[config.mk]
export PLATFORM = sky130hd
export DESIGN_NAME = axis_pin_packetizer
export DESIGN_NICKNAME = d
export VERILOG_FILES = /design/src/rtl/axis_pin_packetizer_pkg.sv /design/src/rtl/axis_sync_fifo.sv /design/src/rtl/axis_pin_packetizer.sv
export SDC_FILE = /design/constraint.sdc
export NUM_CORES = 1
export LEC_CHECK = 0
export ABC_CLOCK_PERIOD_IN_PS = 4200
export BUFFER_PORTS_ARGS = -buffer_cell sky130_fd_sc_hd__buf_2
export CORE_MARGIN = 2
export CORE_UTILIZATION = 35
export CTS_BUF_LIST = sky130_fd_sc_hd__clkbuf_4 sky130_fd_sc_hd__clkbuf_8
export DETAILED_ROUTE_END_ITERATION = 10
export PLACE_DENSITY = 0.61
export SYNTH_ARGS = -nofsm -noshare
export SYNTH_HDL_FRONTEND = slang
export SYNTH_HIERARCHICAL = 1
export SYNTH_SLANG_ARGS = --single-unit
[constraint.sdc]
create_clock -name aclk -period 4.2 [get_ports aclk]
set_input_delay 0.42 -clock aclk [delete_from_list [all_inputs] [get_ports aclk]]
set_output_delay 0.42 -clock aclk [all_outputs]
set_load 0.005 [all_outputs]
[src/rtl/axis_pin_packetizer_pkg.sv]
// Shared constants for the pin packetizer: default geometry, overflow counter
// width, AXI-Stream sideband tie-offs and a saturating increment helper.
package axis_pin_packetizer_pkg;

    localparam int DEF_PIN_W      = 8;
    localparam int DEF_LANES      = 4;
    localparam int DEF_DEPTH_LOG2 = 4;
    localparam int DEF_PKT_W      = 16;
    localparam int OVF_CNT_W      = 16;

    localparam logic [7:0] TID_TIE   = 8'h00;
    localparam logic [1:0] TDEST_TIE = 2'b00;

    function automatic logic [OVF_CNT_W-1:0] sat_inc(input logic [OVF_CNT_W-1:0] v);
        return (&v) ? v : v + 1'b1;
    endfunction

endpackage

[src/rtl/axis_sync_fifo.sv]
// Single-clock FIFO with occupancy output; head entry is read combinationally
// so it stays put until a read is accepted.
module axis_sync_fifo #(
    parameter int WIDTH      = 33,
    parameter int DEPTH_LOG2 = 4
) (
    input  logic                  clk,
    input  logic                  rst,
    input  logic                  wr_en,
    input  logic [WIDTH-1:0]      wr_data,
    output logic                  full,
    input  logic                  rd_en,
    output logic [WIDTH-1:0]      rd_data,
    output logic                  empty,
    output logic [DEPTH_LOG2:0]   level
);

    localparam int DEPTH = 1 << DEPTH_LOG2;

    logic [WIDTH-1:0]      mem [DEPTH];
    logic [DEPTH_LOG2-1:0] wr_ptr_q, rd_ptr_q;
    logic [DEPTH_LOG2:0]   level_q;
    logic                  do_wr, do_rd;

    // Level never exceeds DEPTH, so its MSB alone marks full.
    assign full    = level_q[DEPTH_LOG2];
    assign empty   = (level_q == '0);
    assign level   = level_q;
    assign rd_data = mem[rd_ptr_q];
    assign do_wr   = wr_en && !full;
    assign do_rd   = rd_en && !empty;

    always_ff @(posedge clk) begin
        if (rst) begin
            wr_ptr_q <= '0;
            rd_ptr_q <= '0;
            level_q  <= '0;
        end else begin
            if (do_wr) wr_ptr_q <= wr_ptr_q + 1'b1;
            if (do_rd) rd_ptr_q <= rd_ptr_q + 1'b1;
            case ({do_wr, do_rd})
                2'b10:   level_q <= level_q + 1'b1;
                2'b01:   level_q <= level_q - 1'b1;
                default: level_q <= level_q;
            endcase
        end
    end

    always_ff @(posedge clk) begin
        if (do_wr) mem[wr_ptr_q] <= wr_data;
    end

endmodule

[src/rtl/axis_pin_packetizer.sv]
// Packs LANES pin samples into one word, frames words into packets of
// cfg_pkt_len with TLAST, and buffers them toward an AXI4-Stream master.
module axis_pin_packetizer
    import axis_pin_packetizer_pkg::*;
#(
    parameter int PIN_W      = DEF_PIN_W,
    parameter int LANES      = DEF_LANES,
    parameter int DEPTH_LOG2 = DEF_DEPTH_LOG2,
    parameter int PKT_W      = DEF_PKT_W
) (
    input  logic                     aclk,
    input  logic                     areset,
    input  logic [PIN_W-1:0]         data_pins,
    input  logic                     pin_valid,
    input  logic                     cfg_enable,
    input  logic [PKT_W-1:0]         cfg_pkt_len,
    input  logic                     clr_status,
    output logic                     m_axis_tvalid,
    input  logic                     m_axis_tready,
    output logic [PIN_W*LANES-1:0]   m_axis_tdata,
    output logic                     m_axis_tlast,
    output logic [PIN_W*LANES/8-1:0] m_axis_tkeep,
    output logic [PIN_W*LANES/8-1:0] m_axis_tstrb,
    output logic [7:0]               m_axis_tid,
    output logic [1:0]               m_axis_tdest,
    output logic [DEPTH_LOG2:0]      fifo_level,
    output logic [OVF_CNT_W-1:0]     overflow_cnt,
    output logic                     overflow_flag
);

    localparam int DATA_W = PIN_W * LANES;
    localparam int LANE_W = (LANES > 1) ? $clog2(LANES) : 1;

    logic [LANE_W-1:0]    lane_q, lane_d;
    logic [DATA_W-1:0]    acc_q, acc_d, word;
    logic [PKT_W-1:0]     pkt_cnt_q, pkt_cnt_d, len_q, len_d, eff_len;
    logic [OVF_CNT_W-1:0] ovf_cnt_q, ovf_cnt_d;
    logic                 ovf_flag_q, ovf_flag_d;
    logic                 capture, final_lane, wr_en, wr_last, drop;
    logic                 fifo_full, fifo_empty;
    logic [DATA_W:0]      head;

    assign capture    = pin_valid && cfg_enable;
    assign final_lane = capture && (lane_q == LANE_W'(LANES - 1));
    assign wr_en      = final_lane && !fifo_full;
    assign drop       = final_lane && fifo_full;

    // Length is sampled at each packet start; mid-packet cfg changes wait.
    assign eff_len = (pkt_cnt_q == '0) ? cfg_pkt_len : len_q;
    assign wr_last = (eff_len != '0) && (pkt_cnt_q == eff_len - 1'b1);

    always_comb begin
        word = acc_q;
        word[lane_q*PIN_W +: PIN_W] = data_pins;

        lane_d = lane_q;
        acc_d  = acc_q;
        if (!cfg_enable) begin
            lane_d = '0;
        end else if (capture) begin
            acc_d  = word;
            lane_d = final_lane ? '0 : lane_q + 1'b1;
        end

        len_d     = eff_len;
        pkt_cnt_d = pkt_cnt_q;
        if (wr_en) pkt_cnt_d = (eff_len == '0 || wr_last) ? '0 : pkt_cnt_q + 1'b1;

        ovf_cnt_d  = drop ? sat_inc(ovf_cnt_q) : ovf_cnt_q;
        ovf_flag_d = ovf_flag_q || drop;
        if (clr_status) begin
            ovf_cnt_d  = drop ? OVF_CNT_W'(1) : '0;
            ovf_flag_d = drop;
        end
    end

    always_ff @(posedge aclk) begin
        if (areset) begin
            lane_q     <= '0;
            acc_q      <= '0;
            pkt_cnt_q  <= '0;
            len_q      <= '0;
            ovf_cnt_q  <= '0;
            ovf_flag_q <= 1'b0;
        end else begin
            lane_q     <= lane_d;
            acc_q      <= acc_d;
            pkt_cnt_q  <= pkt_cnt_d;
            len_q      <= len_d;
            ovf_cnt_q  <= ovf_cnt_d;
            ovf_flag_q <= ovf_flag_d;
        end
    end

    axis_sync_fifo #(
        .WIDTH      (DATA_W + 1),
        .DEPTH_LOG2 (DEPTH_LOG2)
    ) u_fifo (
        .clk     (aclk),
        .rst     (areset),
        .wr_en   (wr_en),
        .wr_data ({wr_last, word}),
        .full    (fifo_full),
        .rd_en   (m_axis_tvalid && m_axis_tready),
        .rd_data (head),
        .empty   (fifo_empty),
        .level   (fifo_level)
    );

    assign m_axis_tvalid = !fifo_empty;
    assign m_axis_tdata  = head[DATA_W-1:0];
    assign m_axis_tlast  = !fifo_empty && head[DATA_W];
    assign m_axis_tkeep  = '1;
    assign m_axis_tstrb  = '1;
    assign m_axis_tid    = TID_TIE;
    assign m_axis_tdest  = TDEST_TIE;
    assign overflow_cnt  = ovf_cnt_q;
    assign overflow_flag = ovf_flag_q;

endmodule

Word-level counts from Yosys, hierarchy flattened:

Memories as Yosys holds them, arrays and structs flattened. A register that Yosys moved wholly into a read port is not among the register bits.
Index checks and enable logic that the tools add are counted.

* RAM bits: 528
* flip-flop bits (word level): 96
* memories: 1
* output and inout port bits: 74

Memories
* u_fifo.mem: depth 16, bits a word 33, rd ports 1, clocked after memory_dff 1, write ports 1, line axis_sync_fifo.sv:20 `logic [WIDTH-1:0] mem [DEPTH];`

* shift operators: 2
* bitwise gates (word level): 1
* $add $sub $neg: 9
* reduce and logical (&&, ||, !) cells: 23
* eq/ne operators: 5
* muxes and demuxes: 14

Operator list (number)
* 2-to-1 mux 16 bit: 5
* negator 5 -> 34 bit: 1
* variable shift 8 x 34 -> 32 bit, first input constant: 1
* indexed part select 8 x 34 -> 32 bit: 1
* adder 16 x 1 -> 16 bit, second input constant: 2
* bitwise mux 32 bit: 1
* zero test 16 bit: 2
* == test 16 bit: 1
* AND reduction 16 bit: 1
* nonzero test 16 bit: 1
* subtractor 16 x 1 -> 16 bit, second input constant: 1
* case mux 5 bit (2 select lines): 1
* logical AND 1 bit: 9
* adder 4 x 1 -> 4 bit, second input constant: 2
* 2-to-1 mux 4 bit: 2
* adder 5 x 1 -> 5 bit, second input constant: 1
* zero test 5 bit: 1
* subtractor 5 x 1 -> 5 bit, second input constant: 1
* == test 2 bit, second input constant: 2
* 2-to-1 mux 1 bit: 4
* AND reduction 2 bit: 2
* nonzero test 2 bit: 2
* adder 2 x 1 -> 2 bit, second input constant: 1
* == test 2 x 1 -> 1 bit, second input constant: 1
* 6 further kinds: 8

Depth between registers and ports, before layout:

Gate-level depths: netlist of run 1.

* depth after elaboration: 7
* mapped depth: 17

Cells and area by module:

Netlist of run 1, hierarchy kept.

By module, submodules not included
* axis_sync_fifo: times used 1, cells an instance 848, area each 20749.9 um^2
* axis_pin_packetizer: times used 1, cells an instance 641, area each 4991.0 um^2

Worst setup path before layout of run 1:

OpenSTA, ideal clock, no wires.

* kind: input -> register
* start point: input pin_valid
* end point: memory u_fifo.mem[3][0], enable pin
* slack: -0.322 ns
* required time: 3.736 ns
* arrival time: 4.058 ns
* cell stages on the path: 9
* buffers on the path: 2
* cells stage by stage: and2_1 clkbuf_1 nand2_1 or2_2 inv_1 nor2b_1 buf_2 nand2_1 nor3_1

* cells in the longest elaborated chain, start to end: 6

Ends and longest elaborated chain
* start, declared: line axis_pin_packetizer.sv:14 `input logic pin_valid,`
* logical AND 1 bit: line axis_pin_packetizer.sv:43 `assign capture = pin_valid && cfg_enable;`
* logical AND 1 bit: line axis_pin_packetizer.sv:44 `assign final_lane = capture && (lane_q == LANE_W'(LANES - 1));`
* logical AND 1 bit: line axis_pin_packetizer.sv:45 `assign wr_en = final_lane && !fifo_full;`
* named net wr_en: line axis_pin_packetizer.sv:39 `logic capture, final_lane, wr_en, wr_last, drop;`
* logical AND 1 bit: line axis_sync_fifo.sv:30 `assign do_wr = wr_en && !full;`
* 2-to-1 mux 1 bit: line axis_sync_fifo.sv:50 `if (do_wr) mem[wr_ptr_q] <= wr_data;`
* 2-to-1 mux 1 bit (not written as such): line axis_sync_fifo.sv:50
* end, declared: line axis_sync_fifo.sv:20

The timed path passes the listed nets, and every way through them passes these cells.

Final worst setup path of run 1:

* start point: register pkt_cnt_q[0]
* end point: memory u_fifo.mem[13][32], data pin

* cells in the longest elaborated chain, start to end: 5
* elaborated cells between the ends (all ways): 6

Ends and longest elaborated chain
* start, declared: line axis_pin_packetizer.sv:36 `logic [PKT_W-1:0] pkt_cnt_q, pkt_cnt_d, len_q, len_d, eff_len;`
* start signal, assigned: line axis_pin_packetizer.sv:88 `pkt_cnt_q <= pkt_cnt_d;`
* zero test 16 bit: line axis_pin_packetizer.sv:49 `assign eff_len = (pkt_cnt_q == '0) ? cfg_pkt_len : len_q;`
* 2-to-1 mux 16 bit: line axis_pin_packetizer.sv:49
* subtractor 16 x 1 -> 16 bit: line axis_pin_packetizer.sv:50 `assign wr_last = (eff_len != '0) && (pkt_cnt_q == eff_len - 1'b1);`
* == test 16 bit: line axis_pin_packetizer.sv:50
* logical AND 1 bit *: line axis_pin_packetizer.sv:50
* named net wr_last: line axis_pin_packetizer.sv:39

The timed path passes the listed nets; every way through them passes the cells marked *.

==> summary.txt, run 1 <==
Status
  – Outcome: completed

Placement
  – DP Wirelength: 35.3 mm
  – DP Cell Count: 2,525
  – RePlAce Congestion: 0.842
  – Placed cell area: 27,800 µm²
  – Number of port buffers: 85
  – Pre-CTS setup slack: 0.0771 ns

Logic synthesis
  – Asr flop ratio synth: 0%
  – Area fraction of the dominant cell type after synthesis: 61.6%
  – Post-synthesis sequential area ratio: 69.4%
  – Post-synth cell types: 66
  – Synth Instances: 1,489
  – Prevailing post-synth register cell: edfxtp_1
  – Yosys top cell by area: edfxtp_1
  – Post-synth EDFFs: 528
  – Mapped Avg Cell Area: 17.3 µm²
  – Top-count cell post-synth: edfxtp_1
  – Most frequent cells after synthesis: edfxtp_1, mux4_2, nor2_1
  – Flops & latches, synth: 628
  – Synth area leaders: edfxtp_1, mux4_2, dfxtp_1
  – Synth warn: 6
  – Synth Cell Area: 25,700 µm²

Routing
  – Post-Route WL: 60.9 mm
  – Drt drc: 0
  – Via count: 14,199
  – Post-DR vias/cell: 5.23
  – Wl on met1: 26.1 mm
  – DR WL met3: 3.45 mm
  – WL per Instance: 22.4 µm
  – Metal2 WL: 30.1 mm
  – DRT Pass-1 Iters: 5
  – Highest routed metal layer: met5
  – Final ANT Viol Nets: 0
  – DRT iter0 DRCs: 1,256

Floorplanning
  – FP Rows: 99
  – Ports: 104
  – Initial Util: 35.3%
  – Die height: 275 µm
  – DIE WIDTH: 275 µm
  – Area of the core: 72,800 µm²
  – Die ar.: 75,700 µm²

Clock tree
  – Clock Tree Buf Depth: 3
  – CTS Sinks: 628
  – CTS H-tree depth: 3
  – Clock transition at path regs: 0.05 ns
  – CTS tree: yes
  – Root Buffer: clkbuf_8
  – Num CTS Buffers: 103
  – Worst-skew pair later-pin latency: 0.74 ns

Run
  – Max_cap viols: 0

Worst setup path
  – Required @ worst endpoint: 4.64 ns
  – Crit-path max FO: 8
  – CP arrival: 4.49 ns
  – Worst Setup End Kind: register
  – Startpoint Class: register
  – CP Class: register to register

GRT
  – Tot GR Track Use: 16.1%
  – Antenna violations before repair: 1
  – Vias in the first global route: 14,749
  – Total grt overflow: 0
  – First-pass GRT wire length: 90.6 mm
  – Largest net degree at the start of global routing: 77

Layout
  – Area delta synth->final: 17.3%
  – Number of fill cells: 6,510
  – Nets: 1,731
  – Antenna cells: 0
  – Final Cell Area: 30,200 µm²
  – Share of cells above drive strength 1: 30.7%
  – Final std cells w/o fill: 2,716

STA
  – Setup ws final: 0.153 ns
  – RSZ-0062 raised after global routing: false
  – Final total negative setup slack: 0 ns
  – Final period utilization: 96.3%
  – Worst slew margin: 22.2%
  – Min Tclk post-route: 4.05 ns
  – Clk_skew: 0.0493 ns
  – Max Clock Freq: 0.247 GHz
  – Final Hold Fails: 0
  – Slew Limit Fails: 0
  – WHS: 0.0778 ns
  – Slew @ Worst Pin: 1.16 ns
  – Final Setup Violations: 0

Min path
  – Worst Hold Class: input port to register

Pwr
  – VDD IR-drop max: 232 µV
  – Leakage dissipation: 9.51 nW
  – PD cells: 421 nW/µm²
kinds of logic after synthesis:
group,after synthesis,share of synthesized area [%]
XOR/XNOR,60,2.04
buffers and inverters,122,2.50
AO/OA/AOI/OAI,103,2.78
adder cells (fa/ha/maj),18,0.875
multiplexers,183,15.2
other,2,0.0292
AND/OR/NAND/NOR,373,7.25
flip-flops,628,69.4
cells in the final DEF (no fill, tap or decap), types with 15 or more instances in the layout:
master and n:
clkbuf_4 32, a21oi_1 20, mux4_2 164, nand3_1 15, clkbuf_8 111, xnor2_1 33
buf_2 85, edfxtp_1 528, mux2i_1 16, a311oi_1 25, o21ai_0 15, inv_1 24
nor2_1 95, clkinv_1 15, nand2_1 105, ha_1 17, buf_4 58, conb_1 18
nand2b_1 29, dfxtp_1 96, xor2_1 27, nor4_1 20, nand4_1 16
critical path, stage by stage (launching register included):
cell and delay (ns):
dfxtp_1 0.31, inv_1 0.07, ha_1 0.19, or4b_4 0.50, nor4_4 0.26, buf_6 0.18, mux2i_4 0.26, ha_2 0.22
or3b_4 0.40, xnor2_1 0.13, mux2i_1 0.26, or3_1 0.17, a21boi_2 0.07, nor3_1 0.45, nor4_4 0.10, and2_4 0.21
metrics by stage:
step | utilization, % | total power, mW
floorplan | - | 7.09
global placement | 38.1 | 7.18
detailed placement | 38.1 | 7.19
CTS | 41.3 | 12.9
global route | 41.4 | 13.2
finish | 41.4 | 12.7
final cells by class:
type / count / area (µm²) / area share, %
flip-flops and latches: 628 / 17900 / 59.2
multi-input cells: 756 / 7580 / 25.1
clock buffers: 143 / 1770 / 5.86
repair buffers: 169 / 1260 / 4.18
well taps: 959 / 1200 / 3.97
clock inverters: 36 / 412 / 1.36
inverters: 25 / 93.8 / 0.311
metal layers:
metal  GRT usage (%)  vias to the layer above
met5               0                        -
met4            4.54                        2
met3            3.46                      100
met2            26.9                      416
met1            21.4                     7417
li1                -                     6264
flip-flops by register name (all words and copies together) (netlist names), 2 cells and up, named ones only:
signal           cells
lane_q               2
u_fifo/rd_ptr_q      4
u_fifo/level         5
u_fifo/wr_ptr_q      4
overflow_cnt        16
u_fifo/mem         528
pkt_cnt_q           16
acc_q               32
len_q               16
what timing repair did:
action	4_1_cts	5_1_grt
endpoints found under the setup margin	0	32
gates resized for setup	0	21
hold buffers	11	0
hold endpoints to repair	14	0
setup buffers	0	0
power by group:
group / internal, mW / total (mW) / leakage, nW / switching (mW)
Sequential: 6.78 / 6.80 / 5.39 / 0.0195
Combinational: 0.0797 / 0.284 / 2.98 / 0.204
Clock: 3.17 / 5.63 / 1.15 / 2.46
Total: 10.0 / 12.7 / 9.51 / 2.68
path summary, 6_finish.rpt:
kind	slack (ns)	to	start	cells past startpoint
worst max register to register	0.15	u_fifo/mem[13][32]	pkt_cnt_q[0]	15
worst min register to register	0.48	overflow_flag	overflow_flag	2
worst min-delay path	0.08	len_q[11]	cfg_pkt_len[11]	3
worst max-delay path	0.15	u_fifo/mem[13][32]	pkt_cnt_q[0]	15
Note: power is estimated with default switching activity, not from simulation.
==> run 2: changes to the inputs <==
--- a/config.mk
+++ b/config.mk
@@ -5,13 +5,14 @@
 export SDC_FILE = /design/constraint.sdc
 export NUM_CORES = 1
 export LEC_CHECK = 0
-export ABC_CLOCK_PERIOD_IN_PS = 4200
+export ABC_CLOCK_PERIOD_IN_PS = 4530
 export BUFFER_PORTS_ARGS = -buffer_cell sky130_fd_sc_hd__buf_2
 export CORE_MARGIN = 2
 export CORE_UTILIZATION = 35
 export CTS_BUF_LIST = sky130_fd_sc_hd__clkbuf_4 sky130_fd_sc_hd__clkbuf_8
 export DETAILED_ROUTE_END_ITERATION = 10
-export PLACE_DENSITY = 0.61
+export MAX_ROUTING_LAYER = met4
+export PLACE_DENSITY = 0.59
 export SYNTH_ARGS = -nofsm -noshare
 export SYNTH_HDL_FRONTEND = slang
 export SYNTH_HIERARCHICAL = 1
==> constraint.sdc (replaced) <==
create_clock -name aclk -period 4.53 [get_ports aclk]
set_input_delay 0.453 -clock aclk [delete_from_list [all_inputs] [get_ports aclk]]
set_output_delay 0.453 -clock aclk [all_outputs]
set_load 0.005 [all_outputs]
==> run 2 against run 1 <==
Combinational power is 11% lower; clock power is 7.8% lower; critical endpoint is now pkt_cnt_q[9]; clock skew is 0.0013 ns higher; power is 7.6% lower; first-iteration DRC count is 3.3% higher; routed wire length hardly changed; highest routed layer is now met4; largest power group unchanged.
==> summary.txt, run 2 (synthesis gave the netlist of run 1 again) <==
Status
  – Outcome: completed

Clock tree
  – Clock transition at path regs: 0.06 ns (about the same)
  – CTS Sinks: 628 (unchanged)
  – CTS H-tree depth: 3 (unchanged)
  – Root Buffer: clkbuf_8
  – CTS tree: yes
  – Worst-skew pair later-pin latency: 0.74 ns (about the same)
  – Num CTS Buffers: 105 (+1.9%)
  – Clock Tree Buf Depth: 3 (unchanged)

Routing
  – DRT Pass-1 Iters: 5 (unchanged)
  – Post-Route WL: 60.9 mm (about the same)
  – Metal2 WL: 29.8 mm (-1.1%)
  – Highest routed metal layer: met4
  – Drt drc: 0 (unchanged)
  – Via count: 14,136 (-0.44%)
  – WL per Instance: 22.3 µm (-0.47%)
  – DR WL met3: 3.62 mm (+4.9%)
  – Final ANT Viol Nets: 0 (unchanged)
  – Post-DR vias/cell: 5.18 (-0.92%)
  – DRT iter0 DRCs: 1,298 (+3.3%)
  – Wl on met1: 26.4 mm (+1.1%)

Floorplanning
  – Die ar.: 75,700 µm² (unchanged)
  – Ports: 104 (unchanged)
  – DIE WIDTH: 275 µm (unchanged)
  – Initial Util: 35.3% (unchanged)
  – FP Rows: 99 (unchanged)
  – Area of the core: 72,800 µm² (unchanged)
  – Die height: 275 µm (unchanged)

STA
  – Final total negative setup slack: 0 ns (unchanged)
  – WHS: 0.0853 ns (+0.00751 ns)
  – Slew @ Worst Pin: 1.34 ns (+0.180 ns)
  – Worst slew margin: 9.46% (-13 points)
  – Final period utilization: 93.8% (-2.6 points)
  – Setup ws final: 0.281 ns (+0.128 ns)
  – Slew Limit Fails: 0 (unchanged)
  – Clk_skew: 0.0506 ns (+0.00131 ns)
  – Final Hold Fails: 0 (unchanged)
  – RSZ-0062 raised after global routing: false
  – Final Setup Violations: 0 (unchanged)
  – Min Tclk post-route: 4.25 ns (+0.202 ns)
  – Max Clock Freq: 0.235 GHz (-4.8%)

Placement
  – Pre-CTS setup slack: 0.183 ns (+0.106 ns)
  – Number of port buffers: 85 (unchanged)
  – RePlAce Congestion: 0.845 (+0.34%)
  – DP Wirelength: 35.7 mm (+1.2%)

Layout
  – Nets: 1,723 (-0.46%)
  – Commonest non-fill, non-tap cell in the layout: edfxtp_1
  – Number of fill cells: 6,583 (+1.1%)
  – Area delta synth->final: 16.5%
  – Biggest regs: u_fifo/mem (528), acc_q (32)
  – Most frequent cells in the layout: edfxtp_1, mux4_2, clkbuf_8
  – Share of cells above drive strength 1: 29.8% (-0.93 points)
  – Area occupied by multi-input gates: 7420 µm² (-2.1%)
  – Max reg flops: 528 (unchanged)
  – Sequential cell area: 17,900 µm² (unchanged)
  – Top reg by flops: u_fifo/mem

Worst setup path
  – CP Class: register to register
  – CP max stage delay: 0.52 ns (+0.02 ns)
  – WP buf/inv: 3 (+1)
  – Worst Setup End Kind: register
  – Slowest CP cell: or4b_1
  – Critical-path cell list: inv_1, ha_1, or4b_1, nor4_4, buf_4, mux2i_1, ha_1, or3b_2, xnor2_1, mux2i_1, or3_1, a21boi_1, o311ai_1, nor4_4, buf_6, nor4_1
  – Required @ worst endpoint: 5.09 ns (+0.45 ns)
  – CP arrival: 4.81 ns (+0.32 ns)
  – Crit-path max FO: 14 (+6)
  – Critical path's top delay family: simple AND/OR/NAND/NOR gates
  – Startpoint Class: register

Pwr
  – Leakage dissipation: 9.48 nW (-0.35%)
  – VDD IR-drop max: 249 µV (+7.2%)
  – PD cells: 392 nW/µm² (-6.9%)
  – PnR Total Power: 11.7 mW (-7.6%)

GRT
  – Tot GR Track Use: 16.8% (+0.63 points)
  – Total grt overflow: 0 (unchanged)
  – Antenna violations before repair: 2 (+1)
  – First-pass GRT wire length: 90.9 mm (+0.31%)
  – Largest net degree at the start of global routing: 53 (-31%)
  – Vias in the first global route: 14,451 (-2.0%)

Run
  – Max_cap viols: 0 (unchanged)

Min path
  – Worst Hold Class: input port to register
[run 2: changes by cell type in the layout (fill, tap and decap cells not counted), moves of 3 or more]
cell       delta
buf_4         -6
nor3_4        -3
diode_2       +5
nor4_2        -4
clkinv_1      +3
clkbuf_4     +17
nor4_1        +5
nor3_2        +3
bufinv_16     -4
[run 2: final cells by class]
class / count / share of cell area (%)
antenna: 5 / 0.0417
multi-input combinational: 755 / 24.8
timing repair buffer: 160 / 3.89
inverter: 25 / 0.313
sequential: 628 / 59.6
tap: 959 / 4.00
clock inverter: 39 / 1.18
clock buffer: 158 / 6.23
[run 2: power by group]
group	leakage, nW	internal [mW]	switching [mW]
sequential	5.39	6.28	0.0174
clock	1.18	2.85	2.34
combinational	2.91	0.0715	0.183
total	9.48	9.21	2.54
[run 2: what timing repair did]
item / in CTS / in global routing
resized for setup: 0 / 4
endpoints found under the setup margin: 0 / 32
hold buffers: 10 / 0
hold endpoints to repair: 12 / 0
buffers inserted: 0 / 2
[run 2: through the flow]
step	instances	util [%]	cell area [µm²]
2_1_floorplan	1505	-	25800
3_3_place_gp	2515	37.9	27600
3_5_place_dp	2515	37.9	27600
4_1_cts	2722	41.1	29900
5_1_grt	2726	41.2	30000
6_report	2729	41.2	30000
[run 2: worst paths after layout]
| check | cells past startpoint | startpoint | slack [ns] | endpoint |
|---|---|---|---|---|
| min | 4 | pin_valid | 0.09 | lane_q[1] |
| min reg2reg | 2 | overflow_flag | 0.49 | overflow_flag |
| max reg2reg | 16 | pkt_cnt_q[0] | 0.28 | pkt_cnt_q[9] |
| max | 16 | pkt_cnt_q[0] | 0.28 | pkt_cnt_q[9] |
[run 2: per-layer routing]
layer / up-vias / GRT usage (%)
li1: 6276 / -
met1: 7375 / 21.9
met2: 394 / 27.0
met3: 91 / 3.40
met4: 0 / 4.08
met5: - / -
[run 2: tightest hold or removal path, delay by kind of cell]
family | cells | cell delay (ns)
buffers and inverters | 2 | 0.19
AO/OA/AOI/OAI | 1 | 0.07
AND/OR/NAND/NOR | 1 | 0.07
